`config.mk`:
```
export PLATFORM = sky130hd
export DESIGN_NAME = ppm_encoder
export DESIGN_NICKNAME = d
export VERILOG_FILES = /design/src/rtl/ppm_encoder.sv
export SDC_FILE = /design/constraint.sdc
export NUM_CORES = 1
export LEC_CHECK = 0
export ABC_AREA = 1
export CAP_MARGIN = 20
export CORE_ASPECT_RATIO = 1.75
export CORE_MARGIN = 2
export CORE_UTILIZATION = 40
export DETAILED_ROUTE_END_ITERATION = 10
export PLACE_DENSITY = 0.68
export SYNTH_ARGS = -nofsm -noshare
export SYNTH_HDL_FRONTEND = slang
export SYNTH_SLANG_ARGS = --single-unit
```
`constraint.sdc`:
```
create_clock -name clock_i -period 3.55 [get_ports clock_i]
set_input_delay 0.5325 -clock clock_i [delete_from_list [all_inputs] [get_ports clock_i]]
set_output_delay 0.5325 -clock clock_i [all_outputs]
set_load 0.02 [all_outputs]
```
`src/rtl/ppm_encoder.sv`:
```
// ppm_encoder: turns the flight commands into a 4-channel PPM frame, snapshotting all inputs once per frame.
module ppm_encoder #(
  parameter int CLK_PER_US = 27,
  parameter int FRAME_US   = 20000,
  parameter int SEP_US     = 300,
  parameter int MIN_US     = 1000,
  parameter bit INVERT     = 1'b0
) (
  input  logic       clock_i,
  input  logic       reset_i,
  input  logic       enable_i,
  input  logic [7:0] hover_i,
  input  logic [7:0] roll_i,
  input  logic [1:0] roll_direction_i,
  input  logic [7:0] pitch_i,
  input  logic       on_i,
  output logic       ppm_o,
  output logic       frame_start_o,
  output logic       busy_o
);
  localparam int PW = CLK_PER_US > 1 ? $clog2(CLK_PER_US) : 1;
  localparam int UW = $clog2(FRAME_US + 1);
  typedef enum logic [1:0] {IDLE, SEP, MARK, SYNC} state_t;
  state_t state_q, state_d;
  logic [PW-1:0] pre_q, pre_d;
  logic [UW-1:0] seg_q, seg_d, fus_q, fus_d, seg_len;
  logic [2:0] ch_q, ch_d;
  logic [7:0] roll_q, roll_d, pitch_q, pitch_d, thr_q, thr_d, cur_code, roll_snap;
  logic ppm_q, ppm_d, fs_q, fs_d, busy_q, busy_d;
  logic tick, seg_end, frame_end, snap, clr;
  always_ff @(posedge clock_i) begin
    if (reset_i) begin
      state_q <= IDLE;
      pre_q   <= '0;
      seg_q   <= '0;
      fus_q   <= '0;
      ch_q    <= '0;
      roll_q  <= '0;
      pitch_q <= '0;
      thr_q   <= '0;
      ppm_q   <= !INVERT;
      fs_q    <= 1'b0;
      busy_q  <= 1'b0;
    end else begin
      state_q <= state_d;
      pre_q   <= pre_d;
      seg_q   <= seg_d;
      fus_q   <= fus_d;
      ch_q    <= ch_d;
      roll_q  <= roll_d;
      pitch_q <= pitch_d;
      thr_q   <= thr_d;
      ppm_q   <= ppm_d;
      fs_q    <= fs_d;
      busy_q  <= busy_d;
    end
  end
  // Segments are whole microseconds; the prescaler restarts on every snapshot so they stay aligned.
  always_comb begin
    roll_snap = roll_direction_i == 2'd1 ? 8'd128 - {1'b0, roll_i[7:1]} :
                roll_direction_i == 2'd2 ? 8'd128 + {1'b0, roll_i[7:1]} : 8'd128;
    cur_code  = ch_q == 3'd0 ? roll_q : ch_q == 3'd1 ? pitch_q : ch_q == 3'd2 ? thr_q : 8'd128;
    tick      = pre_q == PW'(CLK_PER_US - 1);
    seg_len   = state_q == SEP ? UW'(SEP_US) : UW'(MIN_US - SEP_US) + (UW'(cur_code) << 2);
    seg_end   = tick && seg_q == seg_len - 1'b1;
    frame_end = tick && fus_q == UW'(FRAME_US - 1);
    snap      = enable_i && (state_q == IDLE || (state_q == SYNC && frame_end));
    clr       = snap || state_q == IDLE;
    state_d   = state_q;
    ch_d      = ch_q;
    case (state_q)
      IDLE: ;
      SEP:  if (seg_end) state_d = ch_q[2] ? SYNC : MARK;
      MARK: if (seg_end) begin
        state_d = SEP;
        ch_d    = ch_q + 3'd1;
      end
      SYNC: if (frame_end) state_d = IDLE;
      default: state_d = IDLE;
    endcase
    if (snap) begin
      state_d = SEP;
      ch_d    = '0;
    end
    pre_d   = (clr || tick) ? '0 : pre_q + 1'b1;
    fus_d   = clr ? '0 : fus_q + UW'(tick);
    seg_d   = (clr || seg_end) ? '0 : seg_q + UW'(tick);
    roll_d  = snap ? roll_snap : roll_q;
    pitch_d = snap ? pitch_i : pitch_q;
    thr_d   = snap ? (on_i ? hover_i : 8'd0) : thr_q;
  end
  always_comb begin
    ppm_d  = INVERT ^ (state_d != SEP);
    busy_d = state_d != IDLE;
    fs_d   = snap;
  end
  assign ppm_o         = ppm_q;
  assign frame_start_o = fs_q;
  assign busy_o        = busy_q;
endmodule

```
Word level (Yosys, flattened, before mapping)
Cells that the tools add are included.
Storage, ports and cells
  output and inout bits: 3
  logic and storage cells: 59
  register bits: 67
Cells by class
  mux-type cells: 13
  reductions and logical operators: 16
  eq/ne operators: 11
  add/sub/neg operators: 8
Operator list (number)
  8-bit 2-to-1 mux: 6
  15-bit by 1-bit adder with 15-bit output: 2
  15-bit equality test: 1
  15-bit equality test, second input constant: 1
  11-bit by 1-bit subtractor with 12-bit output, second input constant: 1
  10-bit by 10-bit adder with 11-bit output, first input constant: 1
  11-bit 2-to-1 mux: 1
  8-bit by 7-bit adder with 8-bit output, first input constant: 1
  2-bit 2-to-1 mux: 4
  2-bit OR reduction: 4
  8-bit by 7-bit subtractor with 8-bit output, first input constant: 1
  2-bit equality test, second input constant: 3
  2-bit one-hot mux with 3 select lines: 1
  5-bit by 1-bit adder with 5-bit output, second input constant: 1
  5-bit equality test, second input constant: 1
  2-bit by 1-bit equality test with 1-bit output, second input constant: 2
  1-bit logical AND: 4
  1-bit logical OR: 4
  3-bit by 1-bit adder with 3-bit output, second input constant: 1
  3-bit by 1-bit equality test with 1-bit output, second input constant: 1
  3-bit by 2-bit equality test with 1-bit output, second input constant: 1
  3-bit logical NOT: 1
  2-bit logical NOT: 1
  2-bit by 1-bit inequality test with 1-bit output, second input constant: 1
  other kinds (3): 3

Logic depth before layout (Yosys ltp)
  word-level depth: 13
  depth in mapped cells: 29
  gate-level depth less buffers: 28

Worst setup path after synthesis
No wires, ideal clock.
  kind: register to register
  from: register ch_q[1]
  to: register seg_q[11]
  data required time: 3421 ps
  stages on the path, launching flop included: 26
  arrival: 2848 ps
  buffers on the path: 1
  path slack: 573 ps
  cell sequence: dfxtp_1 > inv_1 > ha_1 > nor2_1 > nand2_1 > nand2_4 > nand2_4 > ha_1 > inv_1 > nor2_1 > ha_1 > nand2_1 > nand2_1 > nor2_1 > nand2_1 > a21oi_1 > nand2_1 > inv_1 > nand2_1 > nor2_1 > nand3_1 > nor2_4 > nand2_2 > nand2_4 > buf_6 > nor3_2
Between the ends
  longest elaborated chain between the ends: 11
RTL lines
  start: declaration: line 27  | logic [2:0] ch_q, ch_d;
  start signal: assignment: line 49  | ch_q <= ch_d;
  3-bit by 2-bit equality test with 1-bit output: line 62  | cur_code = ch_q == 3'd0 ? roll_q : ch_q == 3'd1 ? pitch_q : ch_q == 3'd2 ? thr_q : 8'd128;
  8-bit 2-to-1 mux (2 in series): line 62
  8-bit 2-to-1 mux *: line 62
  10-bit by 10-bit adder with 11-bit output *: line 64  | seg_len = state_q == SEP ? UW'(SEP_US) : UW'(MIN_US - SEP_US) + (UW'(cur_code) << 2);
  11-bit 2-to-1 mux *: line 64
  11-bit by 1-bit subtractor with 12-bit output *: line 65  | seg_end = tick && seg_q == seg_len - 1'b1;
  15-bit equality test *: line 65
  1-bit logical AND *: line 65
  1-bit logical OR *: line 87  | seg_d = (clr || seg_end) ? '0 : seg_q + UW'(tick);
  2-bit OR reduction (no source line) *
  end signal: assignment: line 47  | seg_q <= seg_d;
  end: declaration: line 26  | logic [UW-1:0] seg_q, seg_d, fus_q, fus_d, seg_len;
Every way passes the cells marked *; elsewhere a longest branch is shown, timed or not.
A chain may end at the register's enable or synchronous reset.

Worst setup path in the final report
  from: register ch_q[1]
  to: register busy_q (netlist: busy_o)
Between the ends
  longest elaborated chain between the ends: 13
RTL lines
  3-bit by 2-bit equality test with 1-bit output: line 62
  8-bit 2-to-1 mux (2 in series): line 62
  8-bit 2-to-1 mux *: line 62
  10-bit by 10-bit adder with 11-bit output *: line 64
  11-bit 2-to-1 mux *: line 64
  11-bit by 1-bit subtractor with 12-bit output *: line 65
  15-bit equality test *: line 65
  1-bit logical AND *: line 65
  2-bit 2-to-1 mux, on equally long branches: line 74, 73
  2-bit one-hot mux with 3 select lines *: line 71  | case (state_q)
  2-bit 2-to-1 mux *: line 81  | if (snap) begin
  2-bit nonzero test *: line 94  | busy_d = state_d != IDLE;
  end signal: assignment: line 55  | busy_q <= busy_d;
  end: declaration: line 29  | logic ppm_q, ppm_d, fs_q, fs_d, busy_q, busy_d;
Marks and branches as above.

==> out/qor.yml <==
cts_tree: "built"
place_congestion: 0.8379
drt_iter0_drc: 84
cts_max_level: 3
core_um2: 9350
cp-startpoint: "ch_q[1]"
antenna_cells: 0
min_period_ns: 3.179
synth_xor_area_share_pct: 3.006
syn_inst: 536
synth_most_common_cell: "nand2_1"
hold_violations: 0
ir_drop_mv: 0.2614
io_buffers: 31
hold_slack_ns: 0.4517
worstSetupPathType: "reg -> reg"
grt_pass1_vias: 3462
synth_top_family_by_area: "simple AND/OR/NAND/NOR gates"
cpPeakStageDelay_ns: 0.33
hp-class: "reg -> reg"
max_slew_margin_pct: 70.91
synthTopCellsByCount: "nand2_1 (110), inv_1 (76), dfxtp_1 (67)"
antenna_found_initial: 0
rsz0062_at_grt: "no"
post-route-util_pct: 49.28
ys_ff_latch: 67
final_max_slew_viol_count: 0
fin_setup_tns_ns: 0
fmax_mhz: 314.6
ys_seq_area_share_pct: 35.41
drv_cap: 0
finClkSkew_ns: 0.006773
reg2reg_depth: 24
first_pass_iters: 4
crit_family: "simple AND/OR/NAND/NOR gates"
die_h_um: 132.7
final_layout_size_suffix_gt1_share_pct: 12.52
yosysTopAreaCellShare_pct: 35.41
critical_path.max_fanout: 7
r2r-start: "ch_q[1]"
die_w_um: 77.56
crit_required_ns: 3.78
path_clk_slew_ns: 0.06
drtAntennaViolNets: 0
synth-simple-area-share_pct: 37.99
viasPerCell: 4.936
hpwl_um: 6502
via_count: 3480
initial_core_util_pct: 40.51
synth-main-ff-cell: "dfxtp_1"
synth.mux.area_fraction_pct: 0
syn_to_final_growth_pct: 21.67
post-route-period-util_pct: 89.54
yosysTopAreaCell: "dfxtp_1"
syn_area_per_cell_um2: 7.066
tightest_slew_ns: 0.4330
setup_viol: 0
die_area_um2: 10290
cellPowerDensity_nw_per_um2: 422.0
slowest_stage: "dfxtp_2"
cts_max_path_buffers: 2
grt_overflow: 0
synth_adder_area_share_pct: 4.295
ys_warn_count: 0
nets: 621
numClockSinks: 67
drc: 0
synth_cell_type_count: 41
synth_compound_area_share_pct: 9.944
grt_use_total_pct: 17.42
io_pins: 33
cp-end-kind: "flop"
outcome: "finished, final reports clean"
grt_max_degree: 22
synth_nets: 579
numCtsBuffers: 9
cpMostUsedCell: "nand2_1"
r2r_slack_ns: 0.37
cp.depth: 24
finalWirelength_um: 8294
p_leak_uw: 0.001873
endpoint: "busy_o"
async_flop_share_pct: 0
row_count: 47
holdPathStages: 2
routedWlPerCell_um: 11.76
netlist_area_um2: 3787
cp.arrival_ns: 3.41
clock_latency_ns: 0.34
worst-path-buf-inv: 4
cts_root_buffer: "clkbuf_16"
crit_chain: "inv_1 > ha_2 > nand3_1 > nand2_2 > inv_2 > nand2_4 > nand2_4 > ha_1 > inv_1 > nor2_1 > ha_1 > nand2_2 > inv_1 > nand3_1 > nor2_2 > nand3_2 > o21ai_1 > nand2_1 > nor2_2 > nand3_1 > nand2_1 > nand3_2 > nand2_1 > nand2_1"
critPathLaunchType: "flop"
r2r-end: "busy_o"
synth-edff-count: 0
netlist_top_cells_area: "dfxtp_1 (35%), nand2_1 (11%), inv_1 (7.5%), nand3_1 (7.4%), nor2_1 (5.8%)"
grt_first_pass_wirelength_um: 14290
## sequential cells by signal, summed over array words and instances, names as in the netlist
register	count
frame_start_o	1
pitch_q	8
thr_q	8
fus_q	15
pre_q	5
ppm_o	1
seg_q	15
roll_q	8
ch_q	3
busy_o	1
state_q	2
## worst register-to-register path, delay by kind of cell, from the launching register on
family,cells,cell delay [ns]
AND/OR/NAND/NOR,16,1.66
adder cells (fa/ha/maj),3,0.73
flip-flops,1,0.33
buffers and inverters,4,0.21
AO/OA/AOI/OAI,1,0.13
## logic make-up (layout without fill, tap and decap cells)
group	Yosys count	after routing
compound gates	58	58
xor+xnor	13	13
fa+ha+maj	13	13
buf+inv	89	136
flops	67	67
simple gates	296	296
## final cells by class
cell class / count / area (um^2)
Fill cell: 884 / 4742
Multi-Input combinational cell: 380 / 2110
Sequential cell: 67 / 1344
Timing Repair Buffer: 39 / 370.4
Inverter: 81 / 304.0
Clock buffer: 11 / 242.7
Tap cell: 122 / 152.6
Clock inverter: 5 / 85.08
## routing by layer
layer,track usage (%),part of all wire (%),up-vias
met5,0,0,-
met4,12.50,5.5,0
met3,3.479,2.8,27
met2,33.67,55,50
met1,15.38,37,1575
li1,-,-,1828
## placed cells by master, fill, tap and decap left out, types with 3 or more instances in the layout
master,n
nand3_1,56
clkbuf_16,9
clkdlybuf4s50_1,31
ha_1,12
or2_2,3
buf_4,8
nand4_1,10
a32o_1,6
nand2_1,109
nor2_2,9
nand2_4,5
nor2_1,56
o22ai_1,3
xnor2_1,5
nor2_4,4
a21oi_1,18
a22o_1,6
o21ai_0,15
xor2_1,8
nor3_1,12
nand3_2,6
nand2_2,9
inv_1,75
inv_2,6
dfxtp_1,65
nor3b_1,8
## power breakdown
| group | internal (uW) | total (uW) | switching [uW] | leakage (uW) |
|---|---|---|---|---|
| Clock | 637 | 965 | 328 | 0.000156 |
| Combinational | 83.7 | 200 | 116 | 0.00117 |
| Sequential | 771 | 780 | 9.07 | 0.000545 |
## per-stage QoR
| stage | instance area, um^2 | setup slack [ns] | power (uW) | cells |
|---|---|---|---|---|
| after floorplan | 3787 | 0.5730 | 923.6 | 536 |
| after global placement | 4253 | 0.2890 | 989.8 | 688 |
| after detailed placement | 4253 | 0.2197 | 994.5 | 688 |
| after CTS | 4581 | 0.2044 | 1965 | 704 |
| after global routing | 4608 | 0.02149 | 2025 | 705 |
| final | 4608 | 0.3712 | 1945 | 705 |
## what timing repair did
item	CTS	global route
hold buffers	0	0
gates resized for setup	0	9
endpoints found under the setup margin	0	22
buffers inserted	0	0
## worst min-delay path by stage
stage | startpoint | to | slack [ns]
finish | pitch_q[4] | pitch_q[4] | 0.45
global route | roll_q[5] | roll_q[5] | 0.50
CTS | pitch_q[4] | pitch_q[4] | 0.45
detailed placement | pitch_q[4] | pitch_q[4] | 0.44
global placement | pre_q[0] | pre_q[0] | 0.44
floorplan | pitch_q[4] | pitch_q[4] | 0.42
No activity file was read; power rests on OpenSTA's default activity.
